$ cat config.mk
export PLATFORM = sky130hd
export DESIGN_NAME = pwm_multi
export DESIGN_NICKNAME = d
export VERILOG_FILES = /design/src/rtl/pwm_pkg.sv /design/src/rtl/pwm_channel.sv /design/src/rtl/pwm_multi.sv
export SDC_FILE = /design/constraint.sdc
export NUM_CORES = 1
export LEC_CHECK = 0
export ABC_AREA = 0
export BUFFER_PORTS_ARGS = -buffer_cell sky130_fd_sc_hd__buf_4
export CORE_UTILIZATION = 60
export CTS_CLUSTER_SIZE = 24
export DETAILED_ROUTE_END_ITERATION = 16
export PLACE_DENSITY_LB_ADDON = 0.3
export SKIP_CTS_REPAIR_TIMING = 1
export SYNTH_ARGS = -nofsm -noshare
export SYNTH_HDL_FRONTEND = slang
export SYNTH_HIERARCHICAL = 1
export SYNTH_SLANG_ARGS = --single-unit
$ cat constraint.sdc
create_clock -name sys_clk -period 3.6 [get_ports sys_clk]
set_input_delay 0.72 -clock sys_clk [delete_from_list [all_inputs] [get_ports sys_clk]]
set_output_delay 0.72 -clock sys_clk [all_outputs]
set_load 0.03 [all_outputs]
$ cat src/rtl/pwm_pkg.sv
// Shared widths, reset constants and types for the multi-channel PWM block.
// PWM_FADE_EN selects stepped (fading) duty updates instead of direct copies.
package pwm_pkg;

  localparam int DEF_NUM_CH = 3;
  localparam int DEF_SIZE   = 13;
  localparam int DEF_DIV_W  = 8;

  typedef logic [DEF_SIZE-1:0] duty_t;

  // The reset period is "all ones" at whatever counter width the top is built with.
  function automatic logic [63:0] allOnes(input int w);
    allOnes = '0;
    for (int i = 0; i < 64; i++) begin
      if (i < w) allOnes[i] = 1'b1;
    end
  endfunction

endpackage

$ cat src/rtl/pwm_channel.sv
// One PWM channel: shadow/active duty pair, pending flag and registered output.
// With PWM_FADE_EN defined the active duty steps one LSB per boundary.
module pwm_channel
  import pwm_pkg::*;
#(
  parameter int SIZE = DEF_SIZE
) (
  input  logic            clk_i,
  input  logic            rst_ni,
  input  logic            load_i,
  input  logic [SIZE-1:0] duty_i,
  input  logic            boundary_i,
  input  logic [SIZE-1:0] cnt_i,
  input  logic            en_i,
  output logic            pwm_o,
  output logic            updPend_o
);

  logic [SIZE-1:0] shadow_q, shadow_d;
  logic [SIZE-1:0] active_q, active_d;
  logic            pend_q, pend_d;
  logic            pwm_q, pwm_d;

  always_comb begin
    shadow_d = shadow_q;
    active_d = active_q;
    pend_d   = pend_q;
    pwm_d    = en_i && (cnt_i < active_q);

    // The boundary consumes the old shadow; a same-clock load lands afterwards.
    if (boundary_i) begin
`ifdef PWM_FADE_EN
      if (active_q < shadow_q) begin
        active_d = active_q + 1'b1;
      end else if (active_q > shadow_q) begin
        active_d = active_q - 1'b1;
      end
      pend_d = (active_d != shadow_q);
`else
      active_d = shadow_q;
      pend_d   = 1'b0;
`endif
    end

    if (load_i) begin
      shadow_d = duty_i;
      pend_d   = 1'b1;
    end
  end

  always_ff @(posedge clk_i) begin
    if (!rst_ni) begin
      shadow_q <= '0;
      active_q <= '0;
      pend_q   <= 1'b0;
      pwm_q    <= 1'b0;
    end else begin
      shadow_q <= shadow_d;
      active_q <= active_d;
      pend_q   <= pend_d;
      pwm_q    <= pwm_d;
    end
  end

  assign pwm_o     = pwm_q;
  assign updPend_o = pend_q;

endmodule

$ cat src/rtl/pwm_multi.sv
// N-channel PWM top: shared prescaler, period counter and shadow/active period.
// Build with PWM_FADE_EN defined to make duty updates fade one LSB per period.
module pwm_multi
  import pwm_pkg::*;
#(
  parameter int NUM_CH = DEF_NUM_CH,
  parameter int SIZE   = DEF_SIZE,
  parameter int DIV_W  = DEF_DIV_W
) (
  input  logic              sys_clk,
  input  logic              rst,
  input  logic [DIV_W-1:0]  div,
  input  logic [SIZE-1:0]   period,
  input  logic              period_ld,
  input  logic [SIZE-1:0]   duty,
  input  logic [NUM_CH-1:0] load,
  input  logic [NUM_CH-1:0] ch_en,
  output logic [NUM_CH-1:0] pwm,
  output logic [NUM_CH-1:0] upd_pend,
  output logic              wrap
);

  localparam logic [SIZE-1:0] RST_PERIOD = SIZE'(allOnes(SIZE));

  logic [DIV_W-1:0] preCnt_q, preCnt_d;
  logic [SIZE-1:0]  cnt_q, cnt_d;
  logic [SIZE-1:0]  shadowPeriod_q, shadowPeriod_d;
  logic [SIZE-1:0]  activePeriod_q, activePeriod_d;
  logic             wrap_q, wrap_d;
  logic             tick, boundary;

  // The prescaler is never cleared on a div change, so a shrinking div may
  // let preCnt run past it and roll over before the next tick.
  always_comb begin
    tick           = (preCnt_q == div);
    boundary       = tick && (cnt_q == activePeriod_q);
    preCnt_d       = tick ? '0 : preCnt_q + 1'b1;
    cnt_d          = cnt_q;
    if (tick) begin
      cnt_d = boundary ? '0 : cnt_q + 1'b1;
    end
    shadowPeriod_d = period_ld ? period : shadowPeriod_q;
    activePeriod_d = boundary ? shadowPeriod_q : activePeriod_q;
    wrap_d         = boundary;
  end

  always_ff @(posedge sys_clk) begin
    if (!rst) begin
      preCnt_q       <= '0;
      cnt_q          <= '0;
      shadowPeriod_q <= RST_PERIOD;
      activePeriod_q <= RST_PERIOD;
      wrap_q         <= 1'b0;
    end else begin
      preCnt_q       <= preCnt_d;
      cnt_q          <= cnt_d;
      shadowPeriod_q <= shadowPeriod_d;
      activePeriod_q <= activePeriod_d;
      wrap_q         <= wrap_d;
    end
  end

  for (genvar g = 0; g < NUM_CH; g++) begin : gen_ch
    pwm_channel #(
      .SIZE(SIZE)
    ) u_ch (
      .clk_i     (sys_clk),
      .rst_ni    (rst),
      .load_i    (load[g]),
      .duty_i    (duty),
      .boundary_i(boundary),
      .cnt_i     (cnt_q),
      .en_i      (ch_en[g]),
      .pwm_o     (pwm[g]),
      .updPend_o (upd_pend[g])
    );
  end

  assign wrap = wrap_q;

endmodule
==> impl_results.md, run 1 <==
* Width of the die at a little over 100 um
* Syn Inst Count at about 660
* Synth-to-layout area growth at 15.4%
* Status: finished, final reports clean
* RD Place Congestion at between 0.8 and 0.9
* Ys Warns at 6
* Detailed Routing Iterations Pass 1 at 4
* Routed vias at ~4600
* Register area at between 2000 and 3000 um^2
* Sequential area share after synthesis at between 40% and 50%
* Multi-input logic area at 3200 um^2
* Core box area at between 9000 and 10000 um^2
* PortBufs at slightly below 50
* Final setup viols at 0
* Syn Area/Cell at around 9.5 um^2
* Clock sink count at 132
* HPWL after DPL at a little over 9000 um
* Synth Area in XOR/XNOR at under 10%
* Simple-gate share of the synthesized area at between 10% and 20%
* Slew headroom at between 50% and 60%
* Antenna diodes at 0
* Number of nets in the layout at ~770
* Slack of the critical path at between 1 and 1.5 ns
* Die area at about 11000 um^2
* Final hold violations at 0
* Mux cell area share after synthesis at between 10% and 20%
* GRT Resource Usage Total at around 26%
* WL/cell at 15.9 um
* Leak at around 2.8 nW
* Compound-Gate Fraction of Synth Area at under 10%
* Starting Density at 62.9%
* Syn nets at 738
* First-pass GRT wire length at roughly 22000 um
* Overflow after GRT at 0
* Setup TNS Final at 0 ns
* Share of cells above drive strength 1 at 12.4%
* WP data arrival at 2.66 ns
* Max Freq at between 400 and 500 MHz
* Largest net degree at the start of global routing at 52
* CP endpoint kind: flip-flop
* WL final at approximately 13000 um
* Post-synth top area cell: dfxtp_1
* Setup CP Type: reg2reg
* Vias in the first global route at about 4400
* # H-tree levels at 4
* Routed Antenna Nets at 0
* PD cells at about 500 nW/um^2
* Tcrit/Tclk final at 62.3%
* Largest family of logic cells by synthesized area: simple AND/OR/NAND/NOR gates
* Clk root buf: clkbuf_8
* Pin slew with the least headroom to its limit at ~0.7 ns
* # DRC at 0
* Setup slack, reg-to-reg at between 1 and 1.5 ns
* Adder-cell share of the synthesized area at under 10%
* Post-synth top area share at between 40% and 50%
* Largest fanout on the critical path at 51
* Crit path time final at ~2.2 ns
* Distinct cells, synth at 39
* Clock network latency to the later pin of the worst-skew pair at around 0.53 ns
* Maxcap violations at 0
* Initial antenna violation count at 0
* I/O pin count at 50
* Die H at 104 um
* Top area cells in the synthesized netlist: dfxtp_1 42%, mux2i_1 13%, nor2b_1 8.1%
* Pre-CTS WS at between 1 and 1.5 ns
* CTS Buffer Depth at 2
* Vias per inst at 5.56
* VDD IR max at between 0.2 and 0.3 mV
* Post-layout util at 72.6%
* Hold Crit Class: in2reg
* CP Data Required Time at about 4.0 ns
* CP Launch Type: flip-flop
* CTS buffer count at 17
* FF+latch count, synth at roughly 130
* Row count at 36
* Post-Syn Area at between 6000 and 7000 um^2
* Final Max Tran Viols at 0
* Starting DRT DRC Count at 212
* Max Clock Skew at around 0.007 ns
* TritonCTS clock tree: done
* Unrepaired setup endpoints after global routing: false
* CTS clk-pin slew, worst paths at about 0.060 ns
* Fillers at approximately 730
## state kept, by name, summed over array words and instances, names as in the netlist
| name | count |
|---|---|
| gen_ch.u_ch/shadow_q | 39 |
| wrap | 1 |
| gen_ch.u_ch/active_q | 39 |
| gen_ch.u_ch/pwm_o | 3 |
| cnt_q | 13 |
| preCnt_q | 8 |
| gen_ch.u_ch/updPend_o | 3 |
| activePeriod_q | 13 |
| shadowPeriod_q | 13 |
## layer usage
layer  GRT usage (%)  wire length (um)  vias to the layer above
met3            5.51               690                       25
met4            10.4               280                        0
met5               0                 0                        -
met1            33.5              6220                     2141
li1                -                 -                     2326
met2            40.7              6030                      135
## logic make-up (layout without fill, tap and decap cells)
family,count (synthesis),after routing
flops,132,132
fa+ha+maj,38,38
mux,78,78
simple gates,204,204
compound gates,83,83
xor+xnor,27,27
buf+inv,95,137
## power breakdown
part | internal [mW] | total (mW) | leakage (nW) | switching [mW]
Combinational | 0.165 | 0.331 | 1.48 | 0.166
Sequential | 1.52 | 1.58 | 1.08 | 0.0615
Clock | 1.01 | 1.64 | 0.268 | 0.632
Total | 2.69 | 3.55 | 2.83 | 0.859
## path summary, 6_finish.rpt
kind | end | cells after the start | start
worst max-delay path | cnt_q[9] | 6 | cnt_q[8]
worst min-delay path | shadowPeriod_q[2] | 3 | period[2]
worst max register to register | cnt_q[9] | 6 | cnt_q[8]
worst min register to register | shadowPeriod_q[4] | 2 | shadowPeriod_q[4]
## critical path, cell delays in order, from the launching register on
cell and delay [ns]:
dfxtp_1 0.60, xor2_1 0.13, nor4_1 0.28, nand4_1 0.25, buf_4 0.36, nor4b_1 0.21
o31a_1 0.30
## Yosys cell counts
cell	n
or4b_1	1
nor2_1	17
buf_4	6
dfxtp_1	132
nand3b_1	2
nor2b_1	81
nor4_1	2
a21oi_1	5
buf_6	1
nand2b_1	4
a211oi_1	6
and3_1	8
mux2i_1	78
o311ai_1	13
xnor2_1	9
o2111ai_1	3
buf_2	14
or3_1	1
and4_1	1
a211o_1	3
o31a_1	1
nand3_1	31
nand4b_1	1
o211ai_1	13
a31oi_1	13
ha_1	38
nor3_1	7
a21o_1	9
nand2_1	36
and2_1	1
xor2_1	18
o21a_1	3
nand4_1	9
or2_1	1
clkbuf_1	23
inv_1	51
o21ai_1	13
o311ai_0	1
nor4b_1	1
## area by class of cell
| type | count | area share (%) |
|---|---|---|
| sequential | 132 | 36.7 |
| multi-input combinational | 430 | 44.4 |
| clock buffer | 22 | 6.71 |
| clock inverter | 10 | 1.36 |
| tap | 133 | 2.31 |
| inverter | 51 | 2.66 |
| timing repair buffer | 54 | 5.81 |
## metrics by stage
step / hold slack (ns) / instance area (um^2) / total power, mW / cells
6_report: 0.405 / 7200 / 3.55 / 832
5_1_grt: 0.413 / 7200 / 3.68 / 832
4_1_cts: 0.394 / 7200 / 3.57 / 832
3_5_place_dp: 0.473 / 6620 / 1.94 / 800
3_3_place_gp: 0.473 / 6620 / 1.92 / 800
2_1_floorplan: 0.456 / 6240 / 1.82 / 657
## cells in the final DEF, fill, tap and decap left out, drive strengths merged, types with 13 or more instances in the layout
master / n
nand2: 36
dfxtp: 132
clkbuf: 22
inv: 52
o21ai: 13
xor2: 18
nand3: 31
ha: 38
nor2: 17
a31oi: 13
buf: 54
o311ai: 14
nor2b: 81
o211ai: 13
mux2i: 78
No activity file was read; power rests on OpenSTA's default activity.
==> inputs of run 2 (changes only) <==
- clock period: 3.6 -> 2.21 ns (I/O delays scaled with it)
==> run 2 against run 1 <==
Compared with the run above: final area rose by 2.5%; clock-buffer cell count decreased by 4; first-iteration DRC count rose by 69%; via count increased by 2.4%; global-route usage increased by 1.2 points; setup slack lost 1.2 ns; final cell count rose by 2.2%; register-to-register slack got worse by 1.2 ns; core utilization grew 1.8 points; sequential share of layout area down 0.89 points; non-clock buffer count grew 18; fmax up 12%; largest power group unchanged; highest routed layer unchanged.
==> impl_results.md, run 2 (synthesis results as in run 1) <==
* Routed Antenna Nets at 0 (unchanged)
* I/O pin count at 50 (unchanged)
* CP Data Required Time at 2.63 ns (-1.39 ns)
* Overflow after GRT at 0 (unchanged)
* Met3 wire len at 607 um (-12%)
* TritonCTS clock tree: done
* # H-tree levels at 4 (unchanged)
* Slew headroom at 73.4% (+22 points)
* CTS buffer count at 17 (unchanged)
* Initial antenna violation count at 0 (unchanged)
* Area post-placement at 6760 um^2 (+2.2%)
* Biggest regs: gen_ch.u_ch/active_q: 39 flops, gen_ch.u_ch/shadow_q: 39 flops
* CTS Buffer Depth at 2 (unchanged)
* Commonest non-fill, non-tap cell in the layout: dfxtp_1
* Met2 WL at 6330 um (+5.0%)
* Pre-CTS WS at 0.113 ns (-1.04 ns)
* Crit-path cells: xor2_1 -> nor4_1 -> nand4_1 -> nor2_4 -> buf_12 -> mux2i_1 -> nor2b_1
* Hold Crit Class: in2reg
* Synth-to-layout area growth at 18.3%
* PD cells at 815 nW/um^2 (+65%)
* CP endpoint kind: flip-flop
* Final cell count without fillers at 850 (+2.2%)
* Crit path time final at 2.01 ns (-0.234 ns)
* Pin slew with the least headroom to its limit at 0.399 ns (-0.320 ns)
* Clk root buf: clkbuf_8
* CP max stage cell: dfxtp_1
* Maxcap violations at 0 (unchanged)
* Die area at 10800 um^2 (unchanged)
* Detailed Routing Iterations Pass 1 at 5 (+1)
* Share of cells above drive strength 1 at 14.6% (+2.2 points)
* Clock sink count at 132 (unchanged)
* Largest net degree at the start of global routing at 41 (-21%)
* Routed vias at 4739 (+2.4%)
* WL/cell at 16.1 um (+1.1%)
* Vias in the first global route at 4685 (+5.6%)
* Width of the die at 104 um (unchanged)
* Setup TNS Final at 0 ns (unchanged)
* Vias per inst at 5.58 (+0.25%)
* WL final at 13700 um (+3.3%)
* Leak at 2.95 nW (+4.3%)
* CP Launch Type: flip-flop
* GRT Resource Usage Total at 26.7% (+1.2 points)
* Setup CP Type: reg2reg
* VDD IR max at 0.589 mV (+120%)
* Largest fanout on the critical path at 21 (-59%)
* CTS clk-pin slew, worst paths at 0.06 ns (about the same)
* Placed cells at 818 (+2.3%)
* RD Place Congestion at 0.917 (+8.0%)
* Unrepaired setup endpoints after global routing: false
* Tcrit/Tclk final at 91.0% (+29 points)
* CP peak stage delay at 0.32 ns (-0.28 ns)
* Status: finished, final reports clean
* Max Freq at 497 MHz (+12%)
* Highest metal used: met4
* # DRC at 0 (unchanged)
* Clock network latency to the later pin of the worst-skew pair at 0.54 ns (about the same)
* Core box area at 9910 um^2 (unchanged)
* Starting DRT DRC Count at 359 (+69%)
* First-pass GRT wire length at 22700 um (+4.5%)
* PortBufs at 49 (unchanged)
* Slack of the critical path at 0.200 ns (-1.16 ns)
* Starting Density at 62.9% (unchanged)
* Die H at 104 um (unchanged)
* Final Max Tran Viols at 0 (unchanged)
* Row count at 36 (unchanged)
* Antenna diodes at 0 (unchanged)
* Final hold violations at 0 (unchanged)
* WP data arrival at 2.43 ns (-0.23 ns)
* Post-layout util at 74.4% (+1.8 points)
* Number of nets in the layout at 785 (+2.3%)
* Post-route cell area at 7380 um^2 (+2.5%)
* Met1 wire length at 6490 um (+4.4%)
* HPWL after DPL at 9700 um (+7.2%)
* Most frequent cells in the layout: 132 x dfxtp_1, 81 x nor2b_1, 78 x mux2i_1
* Final setup viols at 0 (unchanged)
* Max Clock Skew at 0.00872 ns (+0.00161 ns)
## run 2: critical path, delay by kind of cell (launching register included)
family / cells / cell delay (ns)
XOR/XNOR: 1 / 0.17
buffers and inverters: 1 / 0.22
flip-flops: 1 / 0.32
multiplexers: 1 / 0.26
AND/OR/NAND/NOR: 4 / 0.93
## run 2: through the flow
step	power, mW	hold WS [ns]
floorplan	2.97	0.456
global placement	3.15	0.472
detailed placement	3.18	0.480
CTS	6.05	0.100
global route	6.22	0.118
finish	6.01	0.117
## run 2: where the power goes
group	internal (mW)	switching [mW]	total, mW	leakage, nW
clock network	1.85	1.02	2.87	0.293
registers	2.47	0.0594	2.53	1.08
logic	0.291	0.317	0.608	1.58
## run 2: final timing paths
check,start,endpoint,slack [ns],cells after the start
worst max-delay path,cnt_q[1],gen_ch[1].u_ch/active_q[6],0.20,7
worst min-delay path,period[11],shadowPeriod_q[11],0.12,3
worst max register to register,cnt_q[1],gen_ch[1].u_ch/active_q[6],0.20,7
worst min register to register,shadowPeriod_q[4],shadowPeriod_q[4],0.48,2
## run 2: cell type report
cell class / instances / area, um^2
well taps: 133 / 166
flip-flops and latches: 132 / 2640
fillers: 704 / 2530
repair buffers: 72 / 566
multi-input cells: 430 / 3200
clock inverters: 14 / 184
inverters: 51 / 191
clock buffers: 18 / 428
## run 2: routing by layer
layer  up-vias  track usage, %
met5         -               0
met4         0            9.90
met3        26            6.58
met2       135            42.9
met1      2224            34.7
li1       2354               -
==> inputs of run 3 (changes only) <==
- PLACE_DENSITY: unset -> 0.92
- PLACE_DENSITY_LB_ADDON: 0.3 -> unset
==> run 3 against run 2 <==
Compared with the run above: final cell count shrank 0.59%; sequential power about the same; power rose by 0.92%; combinational power down 0.7%; largest cell class unchanged; clock power up 2%; routed wire length up 5.2%; register-to-register slack lost 0.06 ns; core utilization is 0.32 points lower; sequential share of layout area up 0.17 points; via count is 1.9% higher.
==> impl_results.md, run 3 (synthesis results as in run 1) <==
* Share of cells above drive strength 1 at 13.8% (-0.88 points)
* CP Launch Type: flip-flop
* I/O pin count at 50 (unchanged)
* Clock sink count at 132 (unchanged)
* Final setup viols at 0 (unchanged)
* Max Freq at 484 MHz (-2.8%)
* Clock network latency to the later pin of the worst-skew pair at 0.54 ns (about the same)
* Pre-CTS WS at 0.143 ns (+0.0298 ns)
* Slew headroom at 69.6% (-3.8 points)
* Die area at 10800 um^2 (unchanged)
* Routed Antenna Nets at 0 (unchanged)
* CTS Buffer Depth at 2 (unchanged)
* Final Max Tran Viols at 0 (unchanged)
* Initial antenna violation count at 0 (unchanged)
* First-pass GRT wire length at 24400 um (+7.3%)
* Leak at 2.93 nW (-0.70%)
* Tcrit/Tclk final at 93.6% (+2.6 points)
* Vias in the first global route at 5063 (+8.1%)
* Hold path depth at 3 (unchanged)
* Setup CP Type: reg2reg
* Biggest regs: gen_ch.u_ch/active_q: 39 flops, gen_ch.u_ch/shadow_q: 39 flops
* Most frequent cells in the layout: 131 x dfxtp_1, 81 x nor2b_1, 78 x mux2i_1
* WP data arrival at 2.48 ns (+0.05 ns)
* Antenna diodes at 0 (unchanged)
* Vias per inst at 5.71 (+2.5%)
* Register area at 2640 um^2 (about the same)
* Status: finished, final reports clean
* Maxcap violations at 0 (unchanged)
* Row count at 36 (unchanged)
* Pin slew with the least headroom to its limit at 0.456 ns (+0.0564 ns)
* Crit path time final at 2.07 ns (+0.0574 ns)
* TritonCTS clock tree: done
* Die H at 104 um (unchanged)
* Slack of the critical path at 0.142 ns (-0.0574 ns)
* Width of the die at 104 um (unchanged)
* Starting DRT DRC Count at 312 (-13%)
* Path depth of the worst reg2reg path at 7 (unchanged)
* Largest net degree at the start of global routing at 49 (+20%)
* Setup slack, reg-to-reg at 0.14 ns (-0.06 ns)
* PortBufs at 49 (unchanged)
* # H-tree levels at 4 (unchanged)
* Final hold violations at 0 (unchanged)
* Routed vias at 4827 (+1.9%)
* CP endpoint kind: flip-flop
* Number of nets in the layout at 780 (-0.64%)
* Detailed Routing Iterations Pass 1 at 4 (-1)
* WHS at 0.125 ns (+0.00810 ns)
* Fillers at 661 (-6.1%)
* WL/cell at 17.0 um (+5.8%)
* Core box area at 9910 um^2 (unchanged)
* Post-layout util at 74.1% (-0.32 points)
* Synth-to-layout area growth at 17.8%
* Clk root buf: clkbuf_8
* PD cells at 826 nW/um^2 (+1.3%)
* GRT Resource Usage Total at 28.8% (+2.1 points)
* VDD IR max at 0.608 mV (+3.2%)
* HPWL after DPL at 9780 um (+0.86%)
* Unrepaired setup endpoints after global routing: false
* WL final at 14400 um (+5.2%)
* CP Data Required Time at 2.63 ns (about the same)
* CTS buffer count at 17 (unchanged)
* Setup TNS Final at 0 ns (unchanged)
* Starting Density at 62.9% (unchanged)
* Hold Crit Class: in2reg
* Max Clock Skew at 0.00552 ns (-0.00320 ns)
* Overflow after GRT at 0 (unchanged)
* Multi-input logic area at 3200 um^2 (unchanged)
* RD Place Congestion at 0.859 (-6.3%)
* # DRC at 0 (unchanged)
* Largest fanout on the critical path at 19 (-9.5%)
* CTS clk-pin slew, worst paths at 0.06 ns (about the same)
* Commonest non-fill, non-tap cell in the layout: dfxtp_1
## run 3: report_power, final
part	switching, mW	internal [mW]
Clock	1.01	1.92
Sequential	0.0669	2.47
Combinational	0.317	0.287
Total	1.39	4.68
## run 3: cell type report
class,instances,area share (%)
Clock buffer,23,6.35
Clock inverter,9,2.04
Inverter,51,2.61
Multi-Input combinational cell,430,43.5
Sequential cell,132,36.0
Tap cell,133,2.27
Timing Repair Buffer,67,7.19
## run 3: metal layers
layer	share of wire (%)	vias up	wire, um	GRT usage [%]
met5	0	-	0	0
met4	4.2	0	609	16.4
met1	43	2275	6230	33.8
li1	-	2345	-	-
met3	4.8	53	692	8.90
met2	48	154	6820	46.7
## run 3: worst paths after layout
check,from,endpoint
worst max-delay path,cnt_q[11],gen_ch[1].u_ch/active_q[3]
worst min-delay path,period[10],shadowPeriod_q[10]
worst max register to register,cnt_q[11],gen_ch[1].u_ch/active_q[3]
worst min register to register,shadowPeriod_q[3],shadowPeriod_q[3]
## run 3: critical path, stage by stage, from the launching register on
cell and delay [ns]:
dfxtp_2 0.39, xor2_1 0.18, nor3_1 0.28, nand4_1 0.30
nor2_4 0.23, buf_12 0.21, mux2i_1 0.26, nor2b_1 0.08
## run 3: per-stage QoR
step,instances,power [mW],cell area [um^2]
CTS,845,6.08,7340
floorplan,657,2.97,6280
detailed placement,813,3.18,6730
global placement,813,3.14,6730
finish,845,6.07,7340
global route,845,6.28,7340
